<file path="config.mk">
export PLATFORM = sky130hd
export DESIGN_NAME = music_player_seq
export DESIGN_NICKNAME = d
export VERILOG_FILES = /design/src/rtl/mp_pkg.sv /design/src/rtl/mp_square_voice.sv /design/src/rtl/music_player_seq.sv
export SDC_FILE = /design/constraint.sdc
export NUM_CORES = 1
export LEC_CHECK = 0
export CAP_MARGIN = 20
export CORE_MARGIN = 1.5
export CORE_UTILIZATION = 50
export DETAILED_ROUTE_END_ITERATION = 16
export PLACE_DENSITY = 0.73
export SETUP_SLACK_MARGIN = 0.2
export SYNTH_ARGS = -nofsm -noshare
export SYNTH_HDL_FRONTEND = slang
export SYNTH_SLANG_ARGS = --single-unit
</file>
<file path="constraint.sdc">
create_clock -name clk -period 4.5 [get_ports clk]
set_clock_uncertainty 0.2 [all_clocks]
set_input_delay 1.35 -clock clk [delete_from_list [all_inputs] [get_ports clk]]
set_output_delay 1.35 -clock clk [all_outputs]
set_load 0.1 [all_outputs]
</file>
<file path="src/rtl/mp_pkg.sv">
// Shared state type and ROM word layout for the sequencing music player.
// A ROM word is {step, dur}; dur sits in the low bits and a zero dur marks end of song.
package mp_pkg;

    typedef enum logic [1:0] {
        IDLE,
        FETCH,
        NOTE,
        END
    } mp_state_e;

    localparam int DUR_LSB = 0;
    localparam logic [31:0] END_MARK = 32'd0;

    // The step field starts right above the duration field.
    function automatic int step_lsb(input int dur_w);
        return DUR_LSB + dur_w;
    endfunction

endpackage

</file>
<file path="src/rtl/mp_square_voice.sv">
// Square-wave voice: phase accumulator, latched phase step and square/rest sample mux.
// The sample reflects the accumulator value after the frame that produced it.
module mp_square_voice
    import mp_pkg::*;
#(
    parameter int STEP_W = 20,
    parameter int PHASE_W = 22,
    parameter int SAMPLE_W = 16,
    parameter logic signed [SAMPLE_W-1:0] AMP = 16'sd8192
) (
    input  logic                       clk,
    input  logic                       reset,
    input  logic                       tick,
    input  logic                       clear,
    input  logic                       load,
    input  logic                       enable,
    input  logic [STEP_W-1:0]          step,
    output logic signed [SAMPLE_W-1:0] sample
);

    logic [STEP_W-1:0]  step_reg;
    logic [PHASE_W-1:0] phase;
    logic [PHASE_W-1:0] phase_nxt;

    assign phase_nxt = phase + PHASE_W'(step_reg);

    // A zero step is a rest; otherwise the phase MSB picks the half-period.
    always_ff @(posedge clk or posedge reset) begin
        if (reset) begin
            step_reg <= '0;
            phase    <= '0;
            sample   <= '0;
        end else begin
            if (load) begin
                step_reg <= step;
            end
            if (clear) begin
                phase <= '0;
            end else if (tick) begin
                phase <= phase_nxt;
            end
            if (!enable || clear) begin
                sample <= '0;
            end else if (tick) begin
                sample <= (step_reg == '0) ? '0 :
                          (phase_nxt[PHASE_W-1] ? -AMP : AMP);
            end
        end
    end

endmodule

</file>
<file path="src/rtl/music_player_seq.sv">
// Multi-song player: fetches {step, dur} notes from an external ROM and plays them as square waves.
// Define MP_LOOP_EN to make the end of a song restart the same song instead of stopping.
module music_player_seq
    import mp_pkg::*;
#(
    parameter int NUM_SONGS = 4,
    parameter int NOTE_AW = 5,
    parameter int STEP_W = 20,
    parameter int DUR_W = 6,
    parameter int PHASE_W = 22,
    parameter int SAMPLE_W = 16,
    parameter logic signed [SAMPLE_W-1:0] AMP = 16'sd8192
) (
    input  logic                                   clk,
    input  logic                                   reset,
    input  logic                                   play_button,
    input  logic                                   next,
    input  logic                                   prev,
    input  logic                                   New_Frame,
    output logic                                   rom_req,
    output logic [$clog2(NUM_SONGS)+NOTE_AW-1:0]   rom_addr,
    input  logic                                   rom_ack,
    input  logic [STEP_W+DUR_W-1:0]                rom_data,
    output logic signed [SAMPLE_W-1:0]             sample_out,
    output logic                                   play,
    output logic [$clog2(NUM_SONGS)-1:0]           song,
    output logic                                   song_done
);

    localparam int SONG_W = $clog2(NUM_SONGS);
    localparam int STEP_POS = step_lsb(DUR_W);

    mp_state_e          state;
    logic [NOTE_AW-1:0] note_idx;
    logic [DUR_W-1:0]   frame_cnt;
    logic [DUR_W-1:0]   dur_reg;
    logic               discard;

    logic [STEP_W-1:0]  rom_step;
    logic [DUR_W-1:0]   rom_dur;
    logic               is_end;
    logic               song_chg;
    logic               voice_tick;
    logic               voice_load;
    logic               voice_enable;

    function automatic logic [SONG_W-1:0] song_inc(input logic [SONG_W-1:0] s);
        return (s == SONG_W'(NUM_SONGS - 1)) ? '0 : s + SONG_W'(1);
    endfunction

    function automatic logic [SONG_W-1:0] song_dec(input logic [SONG_W-1:0] s);
        return (s == '0) ? SONG_W'(NUM_SONGS - 1) : s - SONG_W'(1);
    endfunction

    assign rom_step = rom_data[STEP_POS +: STEP_W];
    assign rom_dur  = rom_data[DUR_LSB +: DUR_W];
    assign is_end   = (rom_dur == DUR_W'(END_MARK));

    // next and prev together cancel out.
    assign song_chg     = next ^ prev;
    assign voice_tick   = (state == NOTE) && play && New_Frame && !song_chg;
    assign voice_load   = (state == FETCH) && rom_req && rom_ack && !discard && !song_chg && !is_end;
    assign voice_enable = (state == NOTE) && play;

    // A request is only launched while playing; once launched it always runs to its ack,
    // and a song change during it marks the returning word as stale.
    always_ff @(posedge clk or posedge reset) begin
        if (reset) begin
            state     <= IDLE;
            play      <= 1'b0;
            song      <= '0;
            note_idx  <= '0;
            frame_cnt <= '0;
            dur_reg   <= '0;
            rom_req   <= 1'b0;
            rom_addr  <= '0;
            song_done <= 1'b0;
            discard   <= 1'b0;
        end else begin
            song_done <= 1'b0;
            unique case (state)
                IDLE: begin
                    if (play_button) begin
                        play  <= 1'b1;
                        state <= FETCH;
                    end
                end
                FETCH: begin
                    if (play_button) begin
                        play <= !play;
                    end
                    if (!rom_req) begin
                        if (play && !song_chg) begin
                            rom_req  <= 1'b1;
                            rom_addr <= {song, note_idx};
                        end
                    end else if (rom_ack) begin
                        rom_req <= 1'b0;
                        if (discard || song_chg) begin
                            discard <= 1'b0;
                        end else if (is_end) begin
                            state <= END;
                        end else begin
                            dur_reg   <= rom_dur;
                            frame_cnt <= '0;
                            state     <= NOTE;
                        end
                    end else if (song_chg) begin
                        discard <= 1'b1;
                    end
                end
                NOTE: begin
                    if (play_button) begin
                        play <= !play;
                    end
                    if (voice_tick) begin
                        if (frame_cnt == DUR_W'(dur_reg - DUR_W'(1))) begin
                            note_idx <= note_idx + NOTE_AW'(1);
                            state    <= (note_idx == '1) ? END : FETCH;
                        end else begin
                            frame_cnt <= frame_cnt + DUR_W'(1);
                        end
                    end
                end
                END: begin
                    song_done <= 1'b1;
                    note_idx  <= '0;
`ifdef MP_LOOP_EN
                    state     <= FETCH;
`else
                    song      <= song_inc(song);
                    play      <= 1'b0;
                    state     <= IDLE;
`endif
                end
                default: state <= IDLE;
            endcase

            if (song_chg) begin
                song     <= next ? song_inc(song) : song_dec(song);
                note_idx <= '0;
                if (state == FETCH || state == NOTE) begin
                    state <= FETCH;
                end
            end
        end
    end

    mp_square_voice #(
        .STEP_W  (STEP_W),
        .PHASE_W (PHASE_W),
        .SAMPLE_W(SAMPLE_W),
        .AMP     (AMP)
    ) u_voice (
        .clk    (clk),
        .reset  (reset),
        .tick   (voice_tick),
        .clear  (song_chg),
        .load   (voice_load),
        .enable (voice_enable),
        .step   (rom_step),
        .sample (sample_out)
    );

endmodule
</file>
Word level (Yosys, flattened, before mapping):

Index checks and enable logic that the tools add are counted.

* bits in registers: 90
* word-level logic and storage cells: 117

* add/sub/neg operators: 6
* equality and inequality tests: 17
* muxes and demuxes: 43
* bitwise gates (word level): 4
* reductions and logical operators: 34

Operator list (count)
* 16-bit two-way mux: 4
* 22-bit two-way mux: 2
* 6-bit two-way mux: 6
* 2-bit two-way mux: 14
* 22-bit by 20-bit adder with 22-bit output: 1
* 20-bit zero test: 1
* 5-bit two-way mux: 3
* 2-bit inequality test, second input constant: 6
* 6-bit one-hot mux with 2 select lines: 1
* 1-bit two-way mux: 10
* 5-bit one-hot mux with 2 select lines: 1
* 2-bit nonzero test: 5
* 1-bit logical AND: 9
* 2-bit one-hot mux with 4 select lines: 1
* 7-bit AND reduction: 1
* 6-bit by 1-bit adder with 6-bit output, second input constant: 1
* 2-bit == test, second input constant: 3
* 6-bit == test: 1
* 6-bit zero test: 1
* 2-bit by 1-bit inequality test with 1-bit output, second input constant: 3
* 3-bit by 2-bit inequality test with 1-bit output, second input constant: 2
* 3-bit AND reduction: 2
* 6-bit by 1-bit subtractor with 6-bit output, second input constant: 1
* 5-bit by 1-bit adder with 5-bit output, second input constant: 1
* 15 further kinds: 24

Longest topological paths before layout:

Gate-level depths: netlist of run 1.

* depth after elaboration: 8
* mapped depth: 11
* mapped depth without buffers: 11

Modules after synthesis:

From an unflattened synthesis of run 1, not the netlist that was laid out.

* cells, all modules: 535
* area total of the unflattened synthesis: 5053.6 µm²

By module, submodules not included
* mp_square_voice: times used 1, cells an instance 350, area each 3205.6 µm²
* music_player_seq: times used 1, cells an instance 185, area each 1848.0 µm²

Worst setup path after synthesis of run 1:

Ideal clock, no wire load.

* path type: input-to-reg
* from: input port next
* to: register frame_cnt[5]
* library setup time: 0.120 ns
* arrival time: 2.854 ns
* data required time: 4.180 ns
* slack: 1.326 ns
* stages: 10
* path buffers: 2
* cells stage by stage: buf_2 -> xor2_2 -> nor3_1 -> and3_1 -> clkbuf_1 -> a21oi_1 -> a21oi_2 -> nand4_1 -> xor2_1 -> nor2_1

* cells in the longest elaborated chain, start to end: 5
* elaborated cells between the ends (all ways): 7
* those cells by class: eq/ne (2); bitwise (1); reduce/logical (4)

RTL lines
* start, declared: RTL line music_player_seq.sv:17 `input logic next,`
* 1-bit XOR *: RTL line music_player_seq.sv:60 `assign song_chg = next ^ prev;`
* 1-bit zero test: RTL line music_player_seq.sv:61 `assign voice_tick = (state == NOTE) && play && New_Frame && !song_chg;`
* 1-bit logical AND: RTL line music_player_seq.sv:61
* 2-bit by 1-bit inequality test with 1-bit output (no line)
* 7-bit AND reduction (no line) *
* end signal, assigned: RTL line music_player_seq.sv:121 `frame_cnt <= frame_cnt + DUR_W'(1);`
* end, declared: RTL line music_player_seq.sv:35 `logic [DUR_W-1:0] frame_cnt;`

Mark *: on every way between the ends. The rest lies on a longest branch, timed or not.
A chain may end at the register's enable or synchronous reset.

Final worst setup path of run 1:

* from: register play
* to: output port play

RTL lines
* start, declared: RTL line music_player_seq.sv:25 `output logic play,`
* start signal, assigned: RTL line music_player_seq.sv:90 `play <= !play;`
* start signal, assigned: RTL line music_player_seq.sv:114 `play <= !play;`

No word-level cell between the ends.

==> results.cfg, run 1 <==
[floorplanning]
dieArea_mm2 = 0.009806
die_w_um = 99.03
start_util_pct = 52.11
rows = 34
core_mm2 = 0.008848
io_pins = 61
die_y_um = 99.03

[global_routing]
grt_pass1_wl_um = 16210
grt_use_met1_pct = 28.10
track_usage_pct = 20.62
grt_pass1_vias = 3389
grt_max_degree = 77
grt_overflow_total = 0
grt_use_met3_pct = 4.539
gr-max-usage-layer = met2
antenna_found_initial = 0
grt_use_met2_pct = 33.05

[synthesis]
synth-compound-area-share_pct = 15.36
synth-edff-count = 0
avgSynthCellArea_um2 = 9.727
synthArstFlopShare_pct = 100.0
yosys.area_share.simple_pct = 15.90
synth.mux.area_fraction_pct = 7.734
synthFlopType = dfrtp_1
synth_cells = 474
synthXorXnorAreaFrac_pct = 5.292
synth_top_family_by_area = simple AND/OR/NAND/NOR gates
ys_ff_latch = 76
synthAdderAreaFrac_pct = 9.064
ys_seq_area_share_pct = 41.25
synth_area_mm2 = 0.004611
yosysWarnings = 0
synth_cell_types = 56

[placed_design]
post-place-ws_ps = 742.1
io_buffers = 47
dp_hpwl_um = 6885
gp_congestion = 0.8485

[critical_path]
cp_data_required_time_ps = 2950
cp-end-kind = output port
crit_fanout = 8
path_class = reg2out
crit_path_top_delay_cell = clkdlybuf4s50_1
crit_chain = clkdlybuf4s50_1
startpoint_type = flop
path_buf_inv = 1
critPathMaxStageDelay_ps = 1190
cp.arrival_ps = 2010
crit_family = buffers and inverters

[cts]
cts_buffers = 9
hold_buffers = 0
cts_max_level = 3
ctsResizeCount = 0
cts_setup_buffers = 0
cts_sinks = 76
clk_path_buf_depth = 2
tritoncts = done
insertion_delay_ps = 340
clk_pin_slew_ps = 70
cts_root_buf = clkbuf_8

[route]
drt_iter0_markers = 152
antenna_left = 0
vias_per_cell = 5.554
vias = 3510
dr.pass1.iters = 4
drt-total-wl_um = 9568
drc = 0
post_drt_wl_per_cell_um = 15.14

[finish]
largest_reg_flops = 22
drive_gt1_share_pct = 12.02
num_antenna_cells = 0
nFillCells = 768
nets = 585
syn2layout_area_growth_pct = 15.03
post-route-util_pct = 59.94

[timing]
fin_crit_sh_pct = 79.07
setup_slack_ps = 941.7
tns_ps = 0
drv_slew = 0
relSlewSlack_pct = 34.69
min_period_ps = 3558
hold_viol = 0
tightest_slew_ps = 976.6
setup_violations = 0
fmaxAchievable_mhz = 281.0
rsz0062_at_grt = false

[power_and_ir_drop]
power_density_mw_per_mm2 = 529.4
p_leak_uw = 0.002462
peakVddDrop_mv = 0.3772

[run]
drv_cap = 0

[min_path]
hold_path_class = reg2reg

[status]
status = completed
[Yosys cell counts, types with 8 or more instances]
master | n | area (um^2)
a21o_1 | 8 | 60.06
a21oi_1 | 34 | 170.2
and3_1 | 10 | 62.56
buf_4 | 15 | 112.6
dfrtp_1 | 76 | 1902
ha_1 | 31 | 387.9
inv_1 | 16 | 60.06
mux2_2 | 29 | 326.6
nand2_1 | 64 | 240.2
nand3_1 | 10 | 50.05
nor2_1 | 29 | 108.9
nor3_1 | 9 | 45.04
o21ai_0 | 23 | 115.1
xnor2_1 | 14 | 122.6
xor2_1 | 12 | 105.1
[cell type report]
type	count	area (um^2)	area share, %
multi-input cells	365	2509	47.30
well taps	108	135.1	2.548
clock buffers	10	137.6	2.595
clock inverters	5	52.55	0.9908
flip-flops and latches	76	1902	35.86
repair buffers	52	508.0	9.578
inverters	16	60.06	1.132
[worst min-delay path: stages, from the launching register on]
cell and delay (ps):
dfrtp_1 360, nand2_1 50, o21ai_0 60
[placed cells by master (no fill, tap or decap), types with 3 or more instances in the layout]
master	count
conb_1	13
clkinv_2	3
buf_4	5
nand2b_1	4
nor4_1	7
nor2b_1	3
inv_1	15
and3_1	10
nor3_1	9
o211ai_1	3
nand3b_1	5
o31ai_1	3
nand2_1	64
nand4_1	3
a21o_1	8
o21a_1	4
o21ai_0	23
or2_2	3
nor2_1	29
xnor2_1	14
a31oi_1	6
clkdlybuf4s50_1	47
mux2i_1	3
mux2_2	29
xor2_1	12
clkbuf_8	10
dfrtp_1	76
a211oi_1	4
a21oi_1	34
ha_1	31
nand3_1	10
[power breakdown]
part           internal (uW)  switching, uW  total (uW)
registers                858            180        1040
logic                    481            779        1260
clock network            265            244         510
total                   1600           1200        2810
[layer usage]
metal / wire length, um / part of all wire [%]
met3: 443 / 4.6
met5: 0 / 0
met2: 4534 / 47
met4: 150 / 1.6
met1: 4439 / 46
[kinds of logic after synthesis]
group,Yosys count
flip-flops,76
XOR/XNOR,27
multiplexers,32
adder cells (fa/ha/maj),33
buffers and inverters,45
AND/OR/NAND/NOR,155
other,1
AO/OA/AOI/OAI,105
[stage by stage]
stage               instance area (um^2)  power (uW)  std cells  hold WS, ps
finish                              5304        2808        632        299.9
global route                        5304        2999        632        324.1
CTS                                 5304        2821        632        306.6
detailed placement                  5114        2301        617        284.0
global placement                    5114        2270        617        274.5
floorplan                           4656        2019        486        256.3
[path summary, 6_finish.rpt]
path,cells past startpoint,startpoint,slack [ps],endpoint
min,2,rom_addr[5],300,rom_addr[5]
max,1,play,940,play
max in group asynchronous,3,reset,2080,frame_cnt[0]
min in group asynchronous,3,reset,1410,u_voice.step_reg[0]
max reg2reg,11,u_voice.step_reg[0],1510,u_voice.phase[20]
min reg2reg,2,rom_addr[5],300,rom_addr[5]
Note: power is estimated with default switching activity, not from simulation.
==> inputs of run 2 (changes only) <==
==> constraint.sdc (replaced) <==
create_clock -name clk -period 3.53 [get_ports clk]
set_clock_uncertainty 0.2 [all_clocks]
set_input_delay 1.059 -clock clk [delete_from_list [all_inputs] [get_ports clk]]
set_output_delay 1.059 -clock clk [all_outputs]
set_load 0.1 [all_outputs]
==> run 2 against run 1 <==
- combinational power increased by 27%
- largest power group unchanged
- cell count increased by 0.95%
- power increased by 31%
==> results.cfg, run 2 (synthesis results as in run 1) <==
[route]
drt-total-wl_um = 9330
vias = 3584
antenna_left = 0
drt_iter0_markers = 147
drc = 0
vias_per_cell = 5.618
post_drt_wl_per_cell_um = 14.62
dr.pass1.iters = 4

[finish]
final_cell_area_mm2 = 0.005361
layout_commonest_cell = dfrtp_1
drive_gt1_share_pct = 15.85
post-route-util_pct = 60.59
layout_common_cells = 76 x dfrtp_1, 64 x nand2_1, 34 x a21oi_1
largest_reg_flops = 22
syn2layout_area_growth_pct = 16.28
num_antenna_cells = 0
nets = 590

[placed_design]
io_buffers = 47
place_area_mm2 = 0.005126
dp_hpwl_um = 6862
gp_congestion = 0.8889

[cts]
cts_setup_buffers = 0
ctsResizeCount = 0
cts_max_level = 3
cts_buffers = 9
cts_root_buf = clkbuf_8
clk_pin_slew_ps = 80
tritoncts = done
hold_buffers = 0
clk_path_buf_depth = 2
cts_sinks = 76
insertion_delay_ps = 360

[timing]
drv_slew = 0
tns_ps = 0
relSlewSlack_pct = 63.48
fmaxAchievable_mhz = 331.0
setup_violations = 0
fin_crit_sh_pct = 85.58
rsz0062_at_grt = false
tightest_slew_ps = 547.0
min_period_ps = 3021
hold_viol = 0
whs_ps = 301.5

[critical_path]
cp_data_required_time_ps = 3580
crit_path_top_delay_cell = clkdlybuf4s50_1
path_class = in2reg
critPathMaxStageDelay_ps = 530
cp-end-kind = flop
path_buf_inv = 1
crit_fanout = 8
crit_chain = clkdlybuf4s50_1 > xor2_2 > nor3_1 > and3_1 > a21oi_1 > a21oi_2 > nand4_1 > xor2_1 > nor2_1
startpoint_type = primary input
crit_family = simple AND/OR/NAND/NOR gates
cp.arrival_ps = 3070

[floorplanning]
die_w_um = 99.03
rows = 34
start_util_pct = 52.11
die_y_um = 99.03
io_pins = 61
core_mm2 = 0.008848
dieArea_mm2 = 0.009806

[global_routing]
grt_max_degree = 33
antenna_found_initial = 0
grt_pass1_vias = 3441
grt_pass1_wl_um = 15930
track_usage_pct = 20.39
grt_use_met1_pct = 25.83
grt_use_met2_pct = 34.27
gr-max-usage-layer = met2
grt_overflow_total = 0
grt_use_met3_pct = 5.390

[status]
status = completed

[power_and_ir_drop]
power_density_mw_per_mm2 = 687.9
p_leak_uw = 0.002529
peakVddDrop_mv = 0.7428

[run]
drv_cap = 0

[min_path]
hold_path_class = reg2reg
==> run 2: cell types whose count changed in the layout (fill, tap and decap cells not counted), sizes merged <==
cell | before | now
buf | 5 | 25
bufinv | 1 | 2
clkbuf | 10 | 11
clkdlybuf4s50 | 47 | 32
clkinv | 3 | 1
clkinvlp | 1 | 2
==> run 2: cell type report <==
cell class              instances  area [um^2]
clock buffers                  11        151.4
repair buffers                 57        520.5
fillers                       753         3487
well taps                     108        135.1
flip-flops and latches         76         1902
multi-input cells             365         2509
inverters                      16        60.06
clock inverters                 5        83.83
==> run 2: path summary, 6_finish.rpt <==
path | start | endpoint | slack (ps) | cells past startpoint
setup / recovery | prev | frame_cnt[5] | 510 | 9
hold / removal | rom_addr[6] | rom_addr[6] | 300 | 2
setup reg to reg | u_voice.step_reg[0] | u_voice.phase[20] | 550 | 11
hold reg to reg | rom_addr[6] | rom_addr[6] | 300 | 2
max in group asynchronous | reset | u_voice.step_reg[8] | 1600 | 3
min in group asynchronous | reset | rom_addr[2] | 860 | 2
==> run 2: where the power goes <==
part           internal (uW)  switching (uW)  total [uW]  leakage (uW)
Clock                    437             326         764      0.000112
Sequential              1090             228        1320       0.00100
Combinational            608             995        1600       0.00142
Total                   2140            1550        3690       0.00253
==> run 2: worst register-to-register path: cells and delay by family (launching register included) <==
family | cells | cell delay, ps
AO/OA/AOI/OAI | 5 | 1280
XOR/XNOR | 1 | 150
adder cells (fa/ha/maj) | 2 | 560
buffers and inverters | 1 | 50
flip-flops | 1 | 390
AND/OR/NAND/NOR | 2 | 250
==> run 2: per-stage QoR <==
stage | total power [uW] | setup slack, ps | instances
2_1_floorplan | 2574 | 332.7 | 486
5_1_grt | 3936 | 349.3 | 638
6_report | 3688 | 509.2 | 638
3_5_place_dp | 2932 | 130.8 | 622
3_3_place_gp | 2877 | 184.4 | 622
4_1_cts | 3706 | 513.5 | 638
==> run 2: layer usage <==
layer / share of wire [%] / wire length (um) / vias to the layer above
met4: 1.6 / 153 / 0
met3: 4.2 / 396 / 14
met5: 0 / 0 / -
li1: - / - / 1759
met2: 48 / 4524 / 82
met1: 46 / 4255 / 1729
